File: config.mk
export PLATFORM = sky130hd
export DESIGN_NAME = fetch_unit
export DESIGN_NICKNAME = d
export VERILOG_FILES = /design/src/rtl/fetch_pkg.sv /design/src/rtl/fetch_unit.sv
export SDC_FILE = /design/constraint.sdc
export NUM_CORES = 1
export LEC_CHECK = 0
export CAP_MARGIN = 30
export CORE_AREA = 5 5 72 74
export DETAILED_ROUTE_END_ITERATION = 12
export DIE_AREA = 0 0 77 79
export GPL_TIMING_DRIVEN = 0
export PLACE_DENSITY = 0.73
export SYNTH_ARGS = -nofsm -noshare
export SYNTH_HDL_FRONTEND = slang
export SYNTH_SLANG_ARGS = --single-unit
File: constraint.sdc
create_clock -name clk -period 1.7 [get_ports clk]
set_clock_uncertainty 0.1 [all_clocks]
set_input_delay 0.255 -clock clk [delete_from_list [all_inputs] [get_ports clk]]
set_output_delay 0.255 -clock clk [all_outputs]
set_load 0.005 [all_outputs]
File: src/rtl/fetch_pkg.sv
// Shared constants and types for the instruction-fetch stage.
package fetch_pkg;

   localparam int unsigned ADDR_W  = 8;
   localparam int unsigned INSTR_W = 17;

   localparam logic [ADDR_W-1:0]  RESET_PC  = 8'h00;
   localparam logic [INSTR_W-1:0] NOP_INSTR = 17'b0;

   typedef enum logic {
      IDLE  = 1'b0,
      FETCH = 1'b1
   } fetch_state_t;

endpackage

File: src/rtl/fetch_unit.sv
// Instruction fetch: owns the PC, drives prog_mem, and holds a one-entry IR
// handed to decode over valid/ready, with start/halt and branch redirect.
module fetch_unit
   import fetch_pkg::*;
(
   input  logic               clk,
   input  logic               rst,
   input  logic               start,
   input  logic               halt,
   input  logic               redirect_valid,
   input  logic [ADDR_W-1:0]  redirect_addr,
   output logic [ADDR_W-1:0]  mem_addr,
   output logic               mem_cs,
   input  logic [INSTR_W-1:0] mem_instr,
   output logic               ir_valid,
   input  logic               ir_ready,
   output logic [INSTR_W-1:0] ir_instr,
   output logic [ADDR_W-1:0]  ir_pc,
   output logic               busy
);

   fetch_state_t       state_q, state_d;
   logic [ADDR_W-1:0]  pc_q, pc_d;
   logic [INSTR_W-1:0] ir_instr_q, ir_instr_d;
   logic [ADDR_W-1:0]  ir_pc_q, ir_pc_d;
   logic               ir_valid_q, ir_valid_d;
   logic               ld;

   // State, PC and IR registers
   always_ff @(posedge clk or posedge rst) begin
      if (rst) begin
         state_q    <= IDLE;
         pc_q       <= RESET_PC;
         ir_instr_q <= NOP_INSTR;
         ir_pc_q    <= '0;
         ir_valid_q <= 1'b0;
      end else begin
         state_q    <= state_d;
         pc_q       <= pc_d;
         ir_instr_q <= ir_instr_d;
         ir_pc_q    <= ir_pc_d;
         ir_valid_q <= ir_valid_d;
      end
   end

   // Next state, load decision and IR/PC update; redirect overrides everything
   always_comb begin
      state_d    = state_q;
      pc_d       = pc_q;
      ir_instr_d = ir_instr_q;
      ir_pc_d    = ir_pc_q;
      ir_valid_d = ir_valid_q;
      ld         = 1'b0;

      unique case (state_q)
         IDLE:    if (start && !halt && !redirect_valid) state_d = FETCH;
         FETCH:   if (halt) state_d = IDLE;
         default: state_d = IDLE;
      endcase

      // A halt edge only drains; it never fetches.
      ld = (state_q == FETCH) && !halt && !redirect_valid
           && (!ir_valid_q || ir_ready);

      if (redirect_valid) begin
         pc_d       = redirect_addr;
         ir_valid_d = 1'b0;
      end else if (ld) begin
         ir_instr_d = mem_instr;
         ir_pc_d    = pc_q;
         ir_valid_d = 1'b1;
         pc_d       = pc_q + ADDR_W'(1);
      end else if (ir_valid_q && ir_ready) begin
         ir_valid_d = 1'b0;
      end
   end

   assign mem_addr = pc_q;
   assign mem_cs   = (state_q == FETCH);
   assign busy     = (state_q == FETCH);
   assign ir_valid = ir_valid_q;
   assign ir_instr = ir_instr_q;
   assign ir_pc    = ir_pc_q;

endmodule

==> results.toml <==
[placed_design]
place_ws_ns = -0.461
finalWeightedCongestion = 0.863
port_buffers = 65
placed_cell_area_sq_um = 2350
dp_hpwl_um = 2950

[layout]
syn_to_final_growth_pct = 55.7
utilization = 0.552
nets = 223
stdcell_area_sq_um = 2500
num_antenna_cells = 0
drive_gt1_frac = 0.262

[grt]
antenna_found_initial = 0
grt_max_degree = 26
grt_overflow_total = 0
grt_pass1_wl_um = 6390
grt_pass1_vias = 1259
grt_use_total = 0.133

[clocking]
h-tree-depth = 2
numCtsBuffers = 5
cts_tree = "built"
clock_latency_ns = 0.28
clockBufferDepth = 2
clk_pin_slew_ns = 0.07
clockRootBuffer = "clkbuf_8"
cts.sinks = 35
hold_buffers = 0

[timing]
setup_viol = 0
rsz0062_at_grt = "false"
fin_crit_sh = 0.960
period_needed_ns = 1.63
worst_slew_pin_slew_ns = 0.512
maxSlewViolCount = 0
relSlewSlack = 0.658
hold_viol_final = 0
setup_ws_ns = 0.0676
fmax_mhz = 613
setup_tns_ns = 0

[logic_synthesis]
synth_flop_cell = "dfrtp_1"
synth_top_area_share = 0.544
yosysWarnings = 0
synth.distinct_cells = 30
syn_area_per_cell_sq_um = 14.1
synthArstFlopShare = 1.00
ys_seq_area_frac = 0.544
yosysTopAreaCell = "dfrtp_1"
syn_area_sq_um = 1610
synthTopCellsByArea = "dfrtp_1, mux2_4, mux2_2"
synthCells = 114
ys_ff_latch = 35
synth_enable_flop_cells = 0
synthTopCellsByCount = "dfrtp_1, mux2_4, nand2_1"
syn_nets = 146
yosysMostFrequentCell = "dfrtp_1"

[drt]
wl_per_cell_um = 15.4
firstDrtPassIters = 4
via_per_inst = 4.76
vias = 1167
ant_nets = 0
drc = 0
routed_wirelength_um = 3780
first_iter_violations = 39

[setup_path]
max_stage_delay_ns = 0.55
critical_path_class = "reg -> out"
reg2reg_depth = 5
slowest_stage = "clkdlybuf4s50_1"
cp_max_fo = 5
critPathRequiredTime_ns = 1.34
worstPathBufferInverterCount = 1
crit_chain = "clkdlybuf4s50_1"
r2r-start = "ir_valid$_DFFE_PP0P_"
worst-path-stages = 1
path_delay_family = "buffers and inverters"
crit_arrival_ns = 1.28
end_kind = "output port"
critPathLaunchType = "flop"
critPathCapture = "mem_addr[4]"
worstReg2RegEnd = "ir_instr[14]$_DFFE_PP0P_"
startpoint = "mem_addr[4]$_DFFE_PP0P_"
reg2reg_setup_slack_ns = 0.08

[die]
initial_core_util = 0.355
core_sq_um = 4540
rows = 25
die_x_um = 77
io_pins = 67
dieHeight_um = 79
die_area_sq_um = 6080

[pwr]
powerDensity_nw_per_um2 = 1030
ir_drop_mv = 0.423
power_mw = 2.58
total_leakage_power_nw = 1.08

[min_path]
min_path_type = "in -> reg"

[outcome]
status = "complete, no violations"

[job]
maxCapViolations = 0
==> cell type report <==
class                   count  area (sq um)
plain buffers               6          77.6
clock buffers               6          82.6
clock inverters             1          5.00
fillers                   368          2030
inverters                   3          11.3
multi-input cells          70           648
flip-flops and latches     35           880
well taps                  54          67.6
repair buffers             70           733
==> how the worst min path moves through the flow <==
stage,startpoint,end,slack [ns],cells after the start
3_5_place_dp,redirect_valid,mem_addr[3]$_DFFE_PP0P_,0.38,2
2_1_floorplan,halt,busy$_DFF_PP0_,0.22,1
4_1_cts,redirect_valid,mem_addr[3]$_DFFE_PP0P_,0.08,2
3_3_place_gp,redirect_valid,mem_addr[3]$_DFFE_PP0P_,0.38,2
5_1_grt,redirect_valid,mem_addr[3]$_DFFE_PP0P_,0.07,2
6_report,redirect_valid,mem_addr[3]$_DFFE_PP0P_,0.09,2
==> stage by stage <==
stage               hold slack (ns)  std cells
floorplan                     0.221        114
global placement              0.380        233
detailed placement            0.381        234
CTS                          0.0767        244
global route                 0.0699        245
finish                       0.0852        245
==> placed cells by master, fill, tap and decap left out, drive strengths merged <==
cell	Yosys	layout
inv	3	3
a31o	1	1
clkinv	0	1
clkbuf	1	7
ha	1	1
nor2b	1	1
nand2b	2	2
o21ai	7	7
xnor2	4	4
nand3	3	3
nand2	8	8
buf	5	10
xor2	2	2
mux2	25	25
dfrtp	35	35
nor4	1	1
a31oi	1	1
nand4	2	2
and4	1	1
mux2i	1	1
and2b	1	1
clkdlybuf4s50	0	63
nor2	3	3
nor4b	1	1
dlymetal6s2s	0	2
nor3	3	3
a21oi	2	2
==> registers in the layout, summed over array words and instances, names as in the netlist <==
| signal | flops |
|---|---|
| ir_instr | 17 |
| mem_addr | 8 |
| ir_pc | 8 |
| ir_valid | 1 |
| busy | 1 |
==> report_power, final <==
group	switching, mW	total [mW]	internal [mW]	leakage, nW
sequential	0.126	1.15	1.02	0.424
clock	0.286	0.603	0.318	0.0470
combinational	0.212	0.827	0.615	0.608
total	0.624	2.58	1.95	1.08
==> timing repair <==
action	4_1_cts	5_1_grt
pin swaps	1	1
setup endpoints to repair	26	27
gates resized for setup	2	6
endpoints found under the hold margin	0	0
setup buffers	3	1
==> worst register-to-register path, stage by stage (launching register included) <==
cell	delay, ns
dfrtp_1	0.40
nor2b_2	0.21
nor3_4	0.21
buf_6	0.14
buf_12	0.14
mux2_4	0.31
==> kinds of logic (layout without fill, tap and decap cells) <==
logic type	count (synthesis)	count (layout)	synth area share
buffers and inverters	9	86	0.0529
and+or+nand+nor	26	26	0.0972
DFF	35	35	0.544
muxes	26	26	0.228
xor gates and xnor gates	6	6	0.0327
adders and majority gates	1	1	0.00777
AOI/OAI and AO/OA	11	11	0.0373
==> layer usage <==
metal	routed length [um]	up-vias	track usage
met3	255	5	0.0385
li1	-	546	-
met1	1520	565	0.161
met4	63	0	0.0464
met5	0	-	0
met2	1940	51	0.226
Note: power is estimated with default switching activity, not from simulation.
